$ cat config.mk
export PLATFORM = sky130hd
export DESIGN_NAME = bfly_twiddle_mul_flat
export DESIGN_NICKNAME = d
export VERILOG_FILES = /design/src/rtl/bfly_twiddle_mul_pkg.sv /design/src/rtl/bfly_twiddle_mul_if.sv /design/src/rtl/twiddle_rom.sv /design/src/rtl/bfly_twiddle_mul.sv /design/src/flat_wrapper.sv
export SDC_FILE = /design/constraint.sdc
export NUM_CORES = 2
export LEC_CHECK = 0
export BUFFER_PORTS_ARGS = -buffer_cell sky130_fd_sc_hd__buf_2
export CORE_ASPECT_RATIO = 1.5
export CORE_MARGIN = 2
export CORE_UTILIZATION = 66
export CTS_BUF_LIST = sky130_fd_sc_hd__clkbuf_8
export DETAILED_ROUTE_END_ITERATION = 8
export HOLD_SLACK_MARGIN = 0.12
export PLACE_DENSITY = 0.8
export SLEW_MARGIN = 20
export SYNTH_ARGS = -nofsm -noshare
export SYNTH_HDL_FRONTEND = slang
export SYNTH_SLANG_ARGS = --single-unit
$ cat constraint.sdc
create_clock -name clk -period 8 [get_ports clk]
set_input_delay 0.8 -clock clk [delete_from_list [all_inputs] [get_ports clk]]
set_output_delay 0.8 -clock clk [all_outputs]
set_load 0.01 [all_outputs]
$ cat src/rtl/bfly_twiddle_mul_pkg.sv
// bfly_twiddle_mul_pkg: shared FFT sample type and fixed-point rounding/saturation helpers
package bfly_twiddle_mul_pkg;

    localparam int MAX_W = 32;

    typedef struct packed {
        logic signed [MAX_W-1:0] re;
        logic signed [MAX_W-1:0] im;
    } cplx_t;

    function automatic logic signed [63:0] sat(input logic signed [63:0] x, input int w);
        logic signed [63:0] lim;
        lim = 64'sd1 <<< (w - 1);
        return x >= lim ? lim - 64'sd1 : (x < -lim ? -lim : x);
    endfunction

    function automatic logic signed [63:0] rnd_shr(input logic signed [63:0] x, input int frac);
        return (x + (64'sd1 <<< (frac - 1))) >>> frac;
    endfunction

endpackage

$ cat src/rtl/bfly_twiddle_mul_if.sv
// bfly_twiddle_mul_if: butterfly sum/diff input bus and merged output stream
interface bfly_twiddle_mul_if #(
    parameter int WIDTH    = 12,
    parameter int NUM_PAIR = 16
);
    localparam int IW = $clog2(NUM_PAIR);

    logic                  sum_valid;
    logic                  diff_valid;
    logic                  twiddle_valid;
    logic signed [WIDTH:0] bfly_sum_re;
    logic signed [WIDTH:0] bfly_sum_im;
    logic signed [WIDTH:0] bfly_diff_re;
    logic signed [WIDTH:0] bfly_diff_im;
    logic                  dout_valid;
    logic                  dout_is_diff;
    logic [IW-1:0]         dout_idx;
    logic signed [WIDTH:0] dout_re;
    logic signed [WIDTH:0] dout_im;
    logic                  blk_done;
    logic                  proto_err;

    modport master (
        output sum_valid, diff_valid, twiddle_valid,
        output bfly_sum_re, bfly_sum_im, bfly_diff_re, bfly_diff_im,
        input  dout_valid, dout_is_diff, dout_idx, dout_re, dout_im, blk_done, proto_err
    );

    modport slave (
        input  sum_valid, diff_valid, twiddle_valid,
        input  bfly_sum_re, bfly_sum_im, bfly_diff_re, bfly_diff_im,
        output dout_valid, dout_is_diff, dout_idx, dout_re, dout_im, blk_done, proto_err
    );

endinterface

$ cat src/rtl/twiddle_rom.sv
// twiddle_rom: W_(2*NUM_PAIR)^k in Q1.(TW_WIDTH-2), table built at elaboration
module twiddle_rom #(
    parameter int NUM_PAIR = 16,
    parameter int TW_WIDTH = 10
) (
    input  logic [$clog2(NUM_PAIR)-1:0] k,
    output logic signed [TW_WIDTH-1:0]  tw_re,
    output logic signed [TW_WIDTH-1:0]  tw_im
);

    localparam int  TW_FRAC = TW_WIDTH - 2;
    localparam real PI      = 3.14159265358979323846;

    // round half away from zero so the table is symmetric about the axes
    function automatic logic signed [TW_WIDTH-1:0] tw_val(input int idx, input bit imag);
        real v;
        v = imag ? -$sin(PI * idx / NUM_PAIR) : $cos(PI * idx / NUM_PAIR);
        v = v * (2.0 ** TW_FRAC);
        return TW_WIDTH'(v < 0.0 ? -$rtoi(0.5 - v) : $rtoi(v + 0.5));
    endfunction

    logic signed [TW_WIDTH-1:0] rom_re [NUM_PAIR];
    logic signed [TW_WIDTH-1:0] rom_im [NUM_PAIR];

    for (genvar i = 0; i < NUM_PAIR; i++) begin : g_rom
        localparam logic signed [TW_WIDTH-1:0] RE = tw_val(i, 1'b0);
        localparam logic signed [TW_WIDTH-1:0] IM = tw_val(i, 1'b1);
        assign rom_re[i] = RE;
        assign rom_im[i] = IM;
    end

    assign tw_re = rom_re[k];
    assign tw_im = rom_im[k];

endmodule

$ cat src/rtl/bfly_twiddle_mul.sv
// bfly_twiddle_mul: passes butterfly sums, twiddles diffs, merges both into one 2-cycle stream
module bfly_twiddle_mul
    import bfly_twiddle_mul_pkg::*;
#(
    parameter int WIDTH    = 12,
    parameter int NUM_PAIR = 16,
    parameter int TW_WIDTH = 10
) (
    input  logic             clk,
    input  logic             rstn,
    bfly_twiddle_mul_if.slave bus
);

    localparam int SW      = WIDTH + 1;
    localparam int PW      = SW + TW_WIDTH;
    localparam int TW_FRAC = TW_WIDTH - 2;
    localparam int IW      = $clog2(NUM_PAIR);

    logic [IW-1:0]              sum_cnt, k;
    logic signed [TW_WIDTH-1:0] tw_re, tw_im;
    logic                       clash, sum_acc, diff_acc, blk_ok;
    logic                       v1, is_diff1, done1;
    logic [IW-1:0]              idx1;
    logic signed [PW-1:0]       ac, bd, ad, bc;
    cplx_t                      sum1;
    logic signed [PW:0]         re_full, im_full;
    logic signed [SW-1:0]       re_out, im_out;

    twiddle_rom #(.NUM_PAIR(NUM_PAIR), .TW_WIDTH(TW_WIDTH)) u_rom (
        .k    (k),
        .tw_re(tw_re),
        .tw_im(tw_im)
    );

    // sums also pass the clamp; it is an identity for in-range samples
    always_comb begin
        clash    = bus.sum_valid && bus.diff_valid;
        sum_acc  = bus.sum_valid && !bus.diff_valid;
        diff_acc = bus.diff_valid && !bus.sum_valid;
        blk_ok   = k == '0 && sum_cnt == '0;
        re_full  = (PW+1)'(ac) - (PW+1)'(bd);
        im_full  = (PW+1)'(ad) + (PW+1)'(bc);
        re_out   = SW'(sat(is_diff1 ? rnd_shr(64'(re_full), TW_FRAC) : 64'(sum1.re), SW));
        im_out   = SW'(sat(is_diff1 ? rnd_shr(64'(im_full), TW_FRAC) : 64'(sum1.im), SW));
    end

    always_ff @(posedge clk or negedge rstn) begin
        if (!rstn) begin
            sum_cnt          <= '0;
            k                <= '0;
            v1               <= 1'b0;
            is_diff1         <= 1'b0;
            idx1             <= '0;
            done1            <= 1'b0;
            ac               <= '0;
            bd               <= '0;
            ad               <= '0;
            bc               <= '0;
            sum1             <= '0;
            bus.dout_valid   <= 1'b0;
            bus.dout_is_diff <= 1'b0;
            bus.dout_idx     <= '0;
            bus.dout_re      <= '0;
            bus.dout_im      <= '0;
            bus.blk_done     <= 1'b0;
            bus.proto_err    <= 1'b0;
        end else begin
            if (sum_acc)
                sum_cnt <= sum_cnt == IW'(NUM_PAIR - 1) ? '0 : sum_cnt + 1'b1;
            if (diff_acc)
                k <= k == IW'(NUM_PAIR - 1) ? '0 : k + 1'b1;
            v1               <= sum_acc || diff_acc;
            is_diff1         <= diff_acc;
            idx1             <= diff_acc ? k : sum_cnt;
            done1            <= bus.twiddle_valid && blk_ok;
            ac               <= PW'(bus.bfly_diff_re) * PW'(tw_re);
            bd               <= PW'(bus.bfly_diff_im) * PW'(tw_im);
            ad               <= PW'(bus.bfly_diff_re) * PW'(tw_im);
            bc               <= PW'(bus.bfly_diff_im) * PW'(tw_re);
            sum1             <= '{re: MAX_W'(bus.bfly_sum_re), im: MAX_W'(bus.bfly_sum_im)};
            bus.dout_valid   <= v1;
            bus.dout_is_diff <= v1 && is_diff1;
            bus.dout_idx     <= v1 ? idx1 : '0;
            bus.dout_re      <= v1 ? re_out : '0;
            bus.dout_im      <= v1 ? im_out : '0;
            bus.blk_done     <= done1;
            if (clash || (bus.twiddle_valid && !blk_ok))
                bus.proto_err <= 1'b1;
        end
    end

endmodule

$ cat src/flat_wrapper.sv
// flat-port wrapper written by rule: the top's interface ports become plain ports
module bfly_twiddle_mul_flat import bfly_twiddle_mul_pkg::*;
#(
    parameter int WIDTH    = 12,
    parameter int NUM_PAIR = 16,
    parameter int TW_WIDTH = 10
)
  (clk, rstn, bus_sum_valid, bus_diff_valid, bus_twiddle_valid, bus_bfly_sum_re, bus_bfly_sum_im, bus_bfly_diff_re, bus_bfly_diff_im, bus_dout_valid, bus_dout_is_diff, bus_dout_idx, bus_dout_re, bus_dout_im, bus_blk_done, bus_proto_err);
  bfly_twiddle_mul_if #(.WIDTH(WIDTH), .NUM_PAIR(NUM_PAIR)) bus_i ();
  input  logic clk;
  input  logic rstn;
  input wire logic [$bits(bus_i.sum_valid)-1:0] bus_sum_valid;
  input wire logic [$bits(bus_i.diff_valid)-1:0] bus_diff_valid;
  input wire logic [$bits(bus_i.twiddle_valid)-1:0] bus_twiddle_valid;
  input wire logic [$bits(bus_i.bfly_sum_re)-1:0] bus_bfly_sum_re;
  input wire logic [$bits(bus_i.bfly_sum_im)-1:0] bus_bfly_sum_im;
  input wire logic [$bits(bus_i.bfly_diff_re)-1:0] bus_bfly_diff_re;
  input wire logic [$bits(bus_i.bfly_diff_im)-1:0] bus_bfly_diff_im;
  output wire logic [$bits(bus_i.dout_valid)-1:0] bus_dout_valid;
  output wire logic [$bits(bus_i.dout_is_diff)-1:0] bus_dout_is_diff;
  output wire logic [$bits(bus_i.dout_idx)-1:0] bus_dout_idx;
  output wire logic [$bits(bus_i.dout_re)-1:0] bus_dout_re;
  output wire logic [$bits(bus_i.dout_im)-1:0] bus_dout_im;
  output wire logic [$bits(bus_i.blk_done)-1:0] bus_blk_done;
  output wire logic [$bits(bus_i.proto_err)-1:0] bus_proto_err;
  assign bus_i.sum_valid = bus_sum_valid;
  assign bus_i.diff_valid = bus_diff_valid;
  assign bus_i.twiddle_valid = bus_twiddle_valid;
  assign bus_i.bfly_sum_re = bus_bfly_sum_re;
  assign bus_i.bfly_sum_im = bus_bfly_sum_im;
  assign bus_i.bfly_diff_re = bus_bfly_diff_re;
  assign bus_i.bfly_diff_im = bus_bfly_diff_im;
  assign bus_dout_valid = bus_i.dout_valid;
  assign bus_dout_is_diff = bus_i.dout_is_diff;
  assign bus_dout_idx = bus_i.dout_idx;
  assign bus_dout_re = bus_i.dout_re;
  assign bus_dout_im = bus_i.dout_im;
  assign bus_blk_done = bus_i.blk_done;
  assign bus_proto_err = bus_i.proto_err;
  bfly_twiddle_mul #(.WIDTH(WIDTH), .NUM_PAIR(NUM_PAIR), .TW_WIDTH(TW_WIDTH)) u_core (.clk(clk), .rstn(rstn), .bus(bus_i));
endmodule
==> results.json <==
{
  "fin_crit_ns": 7.58,
  "layout-drive-gt1-share": 0.0699,
  "grt-ovfl-total": 0,
  "die-area_um2": 43700,
  "start_kind": "flip-flop",
  "final_cell_mix": "664 x inv_1, 462 x fa_1, 341 x nand2_1",
  "max_freq_mhz": 132,
  "wire_per_inst_um": 17.5,
  "syn_to_final_growth_pct": 5.21,
  "dr.pass1.iters": 9,
  "cp_num_buf_inv": 6,
  "io_pins": 91,
  "fin_worst_skew_ns": 0.0166,
  "synth_cell_types": 74,
  "cp_slowest_stage_delay_ns": 0.70,
  "crit_fanout": 15,
  "drc": 0,
  "ys_seq_area_frac": 0.151,
  "hpwl_mm": 49.7,
  "drv_slew": 0,
  "track_usage": 0.312,
  "rows": 91,
  "postCtsSetupRepairBufs": 0,
  "num_vias": 20500,
  "clock-sinks": 167,
  "clk_latency_ns": 0.51,
  "synth_enable_flop_cells": 0,
  "async_reset_ff_frac": 1.00,
  "fp.dieW_um": 171,
  "postRouteAntennaNets": 0,
  "crit_top_cell": "inv_1",
  "clk_path_buf_depth": 2,
  "nFillCells": 3172,
  "start_util": 0.670,
  "yosys_warnings": 0,
  "crit_family": "adder cells",
  "coreArea_um2": 41300,
  "maxCapViolCount": 0,
  "die_h_um": 255,
  "fin_setup_tns_ns": 0,
  "dp_slack_ns": 0.386,
  "ctsRootBufferMaster": "clkbuf_8",
  "status": "complete, no violations",
  "tritoncts": "done",
  "synth_area_um2": 27700,
  "ys_ff_latch": 167,
  "first_iter_violations": 1421,
  "r2r-start": "u_core.k[1]",
  "grt_start_max_net_pins": 93,
  "cp.required_ns": 8.40,
  "synthesis.nets": 3840,
  "slew_headroom": 0.305,
  "post-route-period-util": 0.947,
  "vias_per_cell": 5.68,
  "clkTransAtPathRegs_ns": 0.11,
  "seq_area_um2": 4180,
  "worst_path_max_delay_cell": "mux4_2",
  "htreeDepth": 4,
  "cts_buffers": 17,
  "synth.avg_cell_area_um2": 9.24,
  "worst_slew_pin_slew_ns": 1.04,
  "routabilityCongestion": 0.909,
  "grt_antenna_before_repair": 3,
  "cp_cell_sequence": "inv_1 -> ha_1 -> inv_1 -> mux4_2 -> and2_1 -> fa_1 -> inv_1 -> fa_1 -> inv_1 -> fa_1 -> fa_1 -> inv_1 -> fa_1 -> inv_1 -> ha_1 -> or4_1 -> o22ai_1 -> o2111a_1 -> o31ai_1 -> o41ai_2 -> mux2i_1 -> nor4b_1",
  "setup_ws_ns": 0.424,
  "finalNetCount": 3876,
  "portBuffers": 90,
  "synthCells": 3000,
  "rsz0062_at_grt": "false",
  "synthFlopType": "dfrtp_1",
  "finalHoldViolCount": 0,
  "hp-class": "input port to asynchronous set/reset pin",
  "crit_path_end_kind": "flip-flop",
  "grt_pass1_wl_mm": 107,
  "multi_input_area_um2": 20600,
  "wirelength_mm": 63.0,
  "critPathKind": "flip-flop to flip-flop",
  "startpoint": "u_core.k[1]",
  "setup_viol": 0,
  "worstPathArrival_ns": 7.98,
  "layout_commonest_cell": "inv_1",
  "grt_pass1_vias": 22300
}
## cells by family after synthesis
kind of cell    synth area share
xor+xnor                  0.0386
fa+ha+maj                  0.479
buf+inv                    0.106
flops                      0.151
compound gates            0.0730
mux                       0.0100
simple gates               0.143
## cells in the mapped netlist, types with 5 or more instances
| library cell | count | share of area |
|---|---|---|
| or2_2 | 12 | 0.0027 |
| and3_1 | 14 | 0.0032 |
| a31o_2 | 5 | 0.0016 |
| o21ai_0 | 61 | 0.011 |
| clkbuf_1 | 108 | 0.015 |
| o21ai_2 | 11 | 0.0035 |
| and2_1 | 209 | 0.047 |
| o31ai_1 | 9 | 0.0024 |
| or3_1 | 5 | 0.0011 |
| a21o_1 | 24 | 0.0065 |
| nand2_1 | 341 | 0.046 |
| inv_1 | 664 | 0.090 |
| a211oi_1 | 9 | 0.0024 |
| fa_1 | 462 | 0.33 |
| nand2b_1 | 14 | 0.0032 |
| o21bai_1 | 5 | 0.0014 |
| nor2_1 | 114 | 0.015 |
| dfrtp_1 | 167 | 0.15 |
| nor4_1 | 5 | 0.0011 |
| o21a_1 | 25 | 0.0068 |
| a21oi_1 | 74 | 0.013 |
| nand4_1 | 6 | 0.0014 |
| o211ai_1 | 9 | 0.0024 |
| ha_1 | 321 | 0.14 |
| nand3_1 | 34 | 0.0061 |
| xor2_1 | 24 | 0.0076 |
| mux2i_1 | 21 | 0.0076 |
| xnor2_1 | 98 | 0.031 |
| a31oi_1 | 7 | 0.0016 |
| o22ai_1 | 5 | 0.0011 |
| nor3_1 | 42 | 0.0076 |
| o21ai_1 | 5 | 0.00090 |
| nor2b_1 | 14 | 0.0032 |
## flip-flops by register name (all words and copies together) (netlist names), 4 cells and up
name,flops
u_core.bus.dout_idx,4
u_core.bc,23
u_core.ad,23
u_core.idx1,4
u_core.sum1,26
u_core.k,4
u_core.bd,23
u_core.bus.dout_re,13
u_core.ac,23
u_core.sum_cnt,4
u_core.bus.dout_im,13
## layer usage
layer / track usage / up-vias / wire length [µm] / share of wire
met4: 0.159 / 0 / 3460 / 0.055
met3: 0.0422 / 202 / 3830 / 0.061
met1: 0.383 / 10300 / 23800 / 0.38
met5: 0 / - / 0 / 0
li1: - / 9271 / - / -
met2: 0.539 / 754 / 31900 / 0.51
## through the flow
step,hold slack (ns),utilization,cell area (µm²),cells
5_1_grt,0.371,0.705,29100,3610
6_report,0.358,0.705,29100,3611
2_1_floorplan,0.331,-,27700,3000
4_1_cts,0.354,0.705,29100,3607
3_5_place_dp,0.360,0.696,28800,3575
3_3_place_gp,0.341,0.696,28800,3575
## layout make-up
class / instances / area share
Inverter: 665 / 0.0856
Clock buffer: 18 / 0.00850
Timing Repair Buffer: 130 / 0.0260
Multi-Input combinational cell: 2055 / 0.708
Clock inverter: 14 / 0.00459
Antenna cell: 4 / 0.000343
Tap cell: 558 / 0.0240
Sequential cell: 167 / 0.143
## path summary, 6_finish.rpt
| kind | endpoint | slack, ns | depth (start not counted) |
|---|---|---|---|
| worst max-delay path | u_core.ac[22] | 0.42 | 22 |
| worst min-delay path | u_core.bus.dout_im[1] | 0.36 | 1 |
| worst max register to register | u_core.ac[22] | 0.42 | 22 |
| worst min register to register | u_core.bus.blk_done | 0.37 | 0 |
| max in group asynchronous | u_core.sum1[39] | 6.16 | 2 |
| min in group clk | u_core.bus.blk_done | 0.37 | 0 |
## repair_timing
item | CTS | global route
setup endpoints to repair | 0 | 3
hold buffers | 0 | 0
gates resized for setup | 0 | 1
Power is not shown: default switching activity piles up to over one toggle a cycle in this logic, so the estimate is an artifact.
